===== config.mk =====
export PLATFORM = sky130hd
export DESIGN_NAME = morse_sequencer_flat
export DESIGN_NICKNAME = d
export VERILOG_FILES = /design/src/rtl/morse_sequencer_if.sv /design/src/rtl/morse_sequencer.sv /design/src/flat_wrapper.sv
export SDC_FILE = /design/constraint.sdc
export NUM_CORES = 1
export LEC_CHECK = 0
export ABC_CLOCK_PERIOD_IN_PS = 2900
export BUFFER_PORTS_ARGS = -buffer_cell sky130_fd_sc_hd__buf_2
export CORE_AREA = 3 3 82 84
export CTS_BUF_LIST = sky130_fd_sc_hd__clkbuf_16
export CTS_CLUSTER_DIAMETER = 40
export DETAILED_ROUTE_END_ITERATION = 6
export DIE_AREA = 0 0 85 87
export PLACE_DENSITY = 0.62
export SKIP_LAST_GASP = 1
export SLEW_MARGIN = 20
export SYNTH_ARGS = -nofsm -noshare
export SYNTH_HDL_FRONTEND = slang
export SYNTH_SLANG_ARGS = --single-unit

===== constraint.sdc =====
create_clock -name clk -period 2.9 [get_ports clk]
set_input_delay 0.29 -clock clk [delete_from_list [all_inputs] [get_ports clk]]
set_output_delay 0.29 -clock clk [all_outputs]
set_load 0.02 [all_outputs]

===== src/rtl/morse_sequencer_if.sv =====
// morse_sequencer_if: letter request, pattern mux link and LED/status lines of the Morse sequencer
interface morse_sequencer_if #(parameter int PATTERN_W = 12);
  logic                 start;
  logic [2:0]           letter_sel;
  logic [2:0]           mux_select;
  logic [PATTERN_W-1:0] pattern;
  logic                 led;
  logic                 busy;
  logic                 done;
  modport master (output start, letter_sel, pattern, input mux_select, led, busy, done);
  modport slave  (input start, letter_sel, pattern, output mux_select, led, busy, done);
endinterface


===== src/rtl/morse_sequencer.sv =====
// morse_sequencer: latches a Morse pattern from the letter mux and shifts it MSB-first onto the LED.
// Define MORSE_EARLY_STOP_EN to end a sequence as soon as only dark bits remain.
module morse_sequencer #(
  parameter int PATTERN_W = 12,
  parameter int DIV_COUNT = 25_000_000
) (
  input logic              clk,
  input logic              resetn,
  morse_sequencer_if.slave bus
);
  localparam int DIV_W = $clog2(DIV_COUNT);
  localparam int BIT_W = $clog2(PATTERN_W + 1);
  typedef enum logic [1:0] {IDLE, LOAD, SHIFT, DONE} state_t;
  state_t               state_q;
  logic [2:0]           sel_q;
  logic [PATTERN_W-1:0] shreg_q;
  logic [BIT_W-1:0]     bit_q;
  logic [DIV_W-1:0]     div_q;
  logic                 tc, last;
  assign tc = div_q == DIV_W'(DIV_COUNT - 1);
`ifdef MORSE_EARLY_STOP_EN
  assign last = bit_q == BIT_W'(PATTERN_W - 1) || shreg_q[PATTERN_W-2:0] == '0;
`else
  assign last = bit_q == BIT_W'(PATTERN_W - 1);
`endif
  always_ff @(posedge clk or negedge resetn)
    if (!resetn) begin
      state_q <= IDLE;
      sel_q   <= '0;
      shreg_q <= '0;
      bit_q   <= '0;
      div_q   <= '0;
    end else
      case (state_q)
        IDLE: if (bus.start) begin
          sel_q   <= bus.letter_sel;
          state_q <= LOAD;
        end
        LOAD: begin
          shreg_q <= bus.pattern;
          bit_q   <= '0;
          div_q   <= '0;
`ifdef MORSE_EARLY_STOP_EN
          state_q <= bus.pattern == '0 ? DONE : SHIFT;
`else
          state_q <= SHIFT;
`endif
        end
        SHIFT: if (tc) begin
          shreg_q <= shreg_q << 1;
          bit_q   <= bit_q + 1'b1;
          div_q   <= '0;
          if (last) state_q <= DONE;
        end else
          div_q <= div_q + 1'b1;
        default: state_q <= IDLE;
      endcase
  assign bus.mux_select = sel_q;
  assign bus.led        = state_q == SHIFT && shreg_q[PATTERN_W-1];
  assign bus.busy       = state_q != IDLE;
  assign bus.done       = state_q == DONE;
endmodule


===== src/flat_wrapper.sv =====
// flat-port wrapper written by rule: the top's interface ports become plain ports
module morse_sequencer_flat 
#(
  parameter int PATTERN_W = 12,
  parameter int DIV_COUNT = 25_000_000
)
  (clk, resetn, bus_start, bus_letter_sel, bus_pattern, bus_mux_select, bus_led, bus_busy, bus_done);
  morse_sequencer_if #(.PATTERN_W(PATTERN_W)) bus_i ();
  input logic clk;
  input logic resetn;
  input wire logic [$bits(bus_i.start)-1:0] bus_start;
  input wire logic [$bits(bus_i.letter_sel)-1:0] bus_letter_sel;
  input wire logic [$bits(bus_i.pattern)-1:0] bus_pattern;
  output wire logic [$bits(bus_i.mux_select)-1:0] bus_mux_select;
  output wire logic [$bits(bus_i.led)-1:0] bus_led;
  output wire logic [$bits(bus_i.busy)-1:0] bus_busy;
  output wire logic [$bits(bus_i.done)-1:0] bus_done;
  assign bus_i.start = bus_start;
  assign bus_i.letter_sel = bus_letter_sel;
  assign bus_i.pattern = bus_pattern;
  assign bus_mux_select = bus_i.mux_select;
  assign bus_led = bus_i.led;
  assign bus_busy = bus_i.busy;
  assign bus_done = bus_i.done;
  morse_sequencer #(.PATTERN_W(PATTERN_W), .DIV_COUNT(DIV_COUNT)) u_core (.clk(clk), .resetn(resetn), .bus(bus_i));
endmodule

# Word level (Yosys, flattened, before mapping)
# Index checks and enable logic that the tools add are counted.
[totals]
out_inout_bits = 6
ff_bits = 46
[op_classes]
n_reduce_logical = 7
muxes = 10
addsub = 2
eq_ne = 8
[op_table]
columns = ["cell", "n"]
rows = [
  ["case mux 25 bit (2 select lines)", 1],
  ["adder 25 x 1 -> 25 bit, second input constant", 1],
  ["equality test 25 bit, second input constant", 1],
  ["2-to-1 mux 25 bit", 1],
  ["case mux 12 bit (2 select lines)", 1],
  ["2-to-1 mux 12 bit", 1],
  ["case mux 4 bit (2 select lines)", 1],
  ["2-to-1 mux 2 bit", 3],
  ["case mux 2 bit (3 select lines)", 1],
  ["adder 4 x 1 -> 4 bit, second input constant", 1],
  ["equality test 2 bit, second input constant", 2],
  ["equality test 4 bit, second input constant", 1],
  ["2-to-1 mux 4 bit", 1],
  ["!= test 2 x 1 -> 1 bit, second input constant", 2],
  ["AND reduction 2 bit", 2],
  ["nonzero test 2 bit", 2],
  ["AND reduction 3 bit", 1],
  ["equality test 2 x 1 -> 1 bit, second input constant", 1],
  ["zero test 2 bit", 1],
  ["!= test 2 bit, second input constant", 1],
  ["logical AND 1 bit", 1],
]

# Longest topological paths before layout
[depth]
word_depth = 4
ltp_mapped = 8

# Least setup slack after synthesis
# Ideal clock, no wire load.
[synth_timing]
path_kind = "register to register"
start = "register u_core.div_q[0]"
end = "register u_core.bit_q[1]"
path_stages_with_launch = 7
arrival_ns = 1.841
setup_time_ns = 0.121
setup_slack_ns = 0.938
path_buffers = 0
required_time_ns = 2.779
path_cell_list = "dfrtp_1 -> ha_1 -> and3_1 -> nand4_4 -> nor3_4 -> mux2_1 -> a22o_1"
[synth_between]
elab_chain_len = 3
[synth_lines]
columns = ["element", "line", "rtl"]
rows = [
  ["start, declared", "morse_sequencer.sv:18", "logic [DIV_W-1:0] div_q;"],
  ["start signal, assigned", "morse_sequencer.sv:55", "div_q <= div_q + 1'b1;"],
  ["equality test 25 bit", "morse_sequencer.sv:20", "assign tc = div_q == DIV_W'(DIV_COUNT - 1);"],
  ["!= test 2 x 1 -> 1 bit (no source line)", "--", ""],
  ["AND reduction 2 bit (no source line)", "--", ""],
  ["end signal, assigned", "morse_sequencer.sv:51", "bit_q <= bit_q + 1'b1;"],
  ["end, declared", "morse_sequencer.sv:17", "logic [BIT_W-1:0] bit_q;"],
]
# No other way between the ends.
# A chain may end at the register's enable or synchronous reset.

# Worst setup path in the final report
[layout_timing]
start = "register u_core.div_q[0]"
end = "register u_core.div_q[22]"
[layout_between]
elab_chain_len = 3
word_cells_on_any_way = 4
cone_classes = "add/sub (1); eq/ne (1); mux (2)"
[layout_lines]
columns = ["element", "line", "rtl"]
rows = [
  ["adder 25 x 1 -> 25 bit / equality test 25 bit (equally long branches)", "morse_sequencer.sv:55, morse_sequencer.sv:20", ""],
  ["2-to-1 mux 25 bit (*)", "morse_sequencer.sv:49", "SHIFT: if (tc) begin"],
  ["case mux 25 bit (2 select lines) (*)", "morse_sequencer.sv:34", "case (state_q)"],
]
# Every way passes the cells marked *; elsewhere a longest branch is shown, timed or not.

==> metrics <==
Final Util=48.8%; reported leakage power=1.33 nW; slew at the pin closest to its max-slew limit=0.865 ns; Syn Std Cell Area=2600 um2; data required time of the critical path=3.07 ns; wire length of the first global-routing pass=8450 um; Post-Place Worst Slack=0.802 ns; area taken by multi-input logic gates=1350 um2; total gr overflow=0; most common cell in the netlist=sky130_fd_sc_hd__dfrtp_1; peak clock frequency supported by timing=469 MHz; worst relative slew slack=42.4%; commonest cells in the synthesized netlist=46 x sky130_fd_sc_hd__dfrtp_1, 13 x sky130_fd_sc_hd__a21oi_1, 13 x sky130_fd_sc_hd__mux2i_1, 13 x sky130_fd_sc_hd__nor2_1; average via count per standard cell=5.30; maximum number of pins on one net before global-route repair=47; wirelength, routed=4830 um; number of antenna violations at the first check in global routing=0; number of core rows=28; endpoint type of the worst setup path=flop; routability-driven placement congestion ratio=0.829; average cell area after synthesis=10.5 um2; endpoints failing setup=0; TritonCTS clock tree=done; count of distinct cell types in the synthesized netlist=47; startpoint class of the critical path=flop; area of the core region=5990 um2; CTS H-tree depth=2; sequential share of the synthesized area=44.2%; cell depth of the worst flop-to-flop path=7; data arrival time of the worst path=2.30 ns; Max Fanout on Critical Path=16; Inserted Clock Buffers=5; Synthesized Nets=273; Top-Level Pins=24; Detail Placement HPWL=3260 um; setup skew after layout=0.00804 ns; die extent in x=85 um; Area growth syn-to-layout=12.3%; top post-synthesis cells by area=sky130_fd_sc_hd__dfrtp_1 44%, sky130_fd_sc_hd__mux2i_1 5.0%, sky130_fd_sc_hd__xor2_1 3.7%; area enclosed by the die boundary=7400 um2; first-iteration detailed-routing DRC count=63; Placed Cells=343; # clock sinks=46; worst r2r src=u_core.div_q[0]; number of slew-limit violations in the final report=0; max-capacitance violation count=0; DR WL/cell=13.8 um; initial cell density of the core=43.5%; Vias=1854; CP max-delay cell=sky130_fd_sc_hd__o31ai_4; CP top delay family=simple AND/OR/NAND/NOR gates; Buffers & Inverters on Critical Path=1; Vert. Die Dim=87 um; violated checks=hold timing; via count of the first global-routing pass=1794; most used flip-flop cell after synthesis=sky130_fd_sc_hd__dfrtp_1; flip-flop and latch count after synthesis=46; share of synthesized flip-flops with an asynchronous set or reset=100%; Gates resized, CTS repair=0; count of warnings emitted by yosys=0; logic depth of the worst setup path including buffers=7; path type of the worst min-delay path=primary input to async pin; worst-case clock buffer depth=2; P per Cell Area=425 nW/um2; Post-layout nets=299; fraction of layout instances using a drive strength above 1=20.7%; residual DRC count=0; internal reg-to-reg setup slack=0.77 ns; endpoint of the most critical register-to-register path=u_core.div_q[22]; outcome=finished, violations left; list of cells traversed by the critical path=ha_1, and3_1, nand4_4, o31ai_4, and2_1, buf_4, nor2_1; Fillers=555; worst-case hold slack=-0.000643 ns; Yosys top cell area share=44.2%; number of buffers added on ports=23; register area=1150 um2; Post-CTS Setup Repair Bufs=0; Clk pin slew, worst setup/hold paths=0.06 ns; synthesized netlist cell count=249; shortest period the worst path allows=2.13 ns; number of endpoints with negative hold slack in the final report=3; ANT nets after route=0; CTS root buf=sky130_fd_sc_hd__clkbuf_16; Detailed Routing Iterations Pass 1=4; Inserted Diodes=0; clock latency on the worst-skew pair=0.29 ns; RSZ-0062 raised after global routing=no; GRT Overall Usage=14.4%; Cell Count, Final, Fillers Out=350; final sum of negative setup slack=0 ns; final worst-path cycle share=73.6%; Worst Path Class, Setup=flop to flop; Worst Setup Slack, final=0.767 ns; Post-CTS Hold Buffers=0; EDFF count, synth=0; IR drop worst, VDD=313 uV; Critical Path Max Stage Delay=0.44 ns; top cell type by total area after synthesis=sky130_fd_sc_hd__dfrtp_1
-- cell families after synthesis --
group	synth area share, %
AO/OA/AOI/OAI	12.0
XOR/XNOR	6.39
adder cells (fa/ha/maj)	2.88
buffers and inverters	4.08
flip-flops	44.2
multiplexers	7.30
AND/OR/NAND/NOR	23.2
-- state kept, by name, summed over array words and instances (netlist names) --
| register | count |
|---|---|
| u_core.div_q | 25 |
| u_core.bus.mux_select | 3 |
| u_core.shreg_q | 12 |
| u_core.bit_q | 4 |
| u_core.state_q | 2 |
-- per-layer routing --
metal / GRT usage (%) / vias up / part of all wire [%]
met5: 0 / - / 0
met2: 22.8 / 26 / 45
met3: 2.93 / 7 / 3.1
met4: 5.61 / 0 / 1.7
met1: 19.4 / 887 / 50
li1: - / 934 / -
-- placed cells by master (no fill, tap or decap), types with 3 or more instances in the layout --
cell                        count
sky130_fd_sc_hd__buf_2         22
sky130_fd_sc_hd__clkbuf_16      5
sky130_fd_sc_hd__o21ai_0        7
sky130_fd_sc_hd__inv_1         12
sky130_fd_sc_hd__nand2_1       12
sky130_fd_sc_hd__xor2_1        11
sky130_fd_sc_hd__nor3b_1        4
sky130_fd_sc_hd__mux2_2         3
sky130_fd_sc_hd__nand4_1        5
sky130_fd_sc_hd__and3_1         3
sky130_fd_sc_hd__nor2_1        13
sky130_fd_sc_hd__dfrtp_1       46
sky130_fd_sc_hd__a21oi_1       13
sky130_fd_sc_hd__buf_4          7
sky130_fd_sc_hd__nor2_2        10
sky130_fd_sc_hd__nand3_1       10
sky130_fd_sc_hd__nor4_1         3
sky130_fd_sc_hd__nor2b_1       12
sky130_fd_sc_hd__nor3_1         4
sky130_fd_sc_hd__ha_1           6
sky130_fd_sc_hd__xnor2_1        8
sky130_fd_sc_hd__a211oi_1      11
sky130_fd_sc_hd__a21o_1         3
sky130_fd_sc_hd__mux2i_1       13
sky130_fd_sc_hd__and2_1         3
-- through the flow --
stage,total power [W],area (um2)
final,0.00124,2920
after global routing,0.00129,2920
after CTS,0.00125,2920
after detailed placement,0.000712,2790
after global placement,0.000711,2790
after floorplan,0.000683,2600
-- area by class of cell --
type	count	share of cell area [%]
Clock buffer	5	4.28
Clock inverter	2	0.257
Inverter	10	1.28
Multi-Input combinational cell	183	46.0
Sequential cell	46	39.4
Tap cell	75	3.21
Timing Repair Buffer	29	5.56
-- power breakdown --
| group | internal (W) | total, W | switching (W) |
|---|---|---|---|
| clock network | 0.000309 | 0.000545 | 0.000236 |
| logic | 0.0000191 | 0.0000418 | 0.0000227 |
| registers | 0.000650 | 0.000657 | 0.00000625 |
-- worst max-delay path by stage --
| stage | from | endpoint | slack, ns |
|---|---|---|---|
| after CTS | u_core.div_q[0] | u_core.div_q[22] | 0.77 |
| after detailed placement | u_core.div_q[0] | u_core.div_q[24] | 0.80 |
| final | u_core.div_q[0] | u_core.div_q[22] | 0.77 |
| after global routing | u_core.div_q[0] | u_core.div_q[22] | 0.60 |
| after floorplan | u_core.div_q[0] | u_core.bit_q[1] | 0.94 |
| after global placement | u_core.div_q[0] | u_core.div_q[7] | 0.86 |
(Power assumes the default switching activity.)
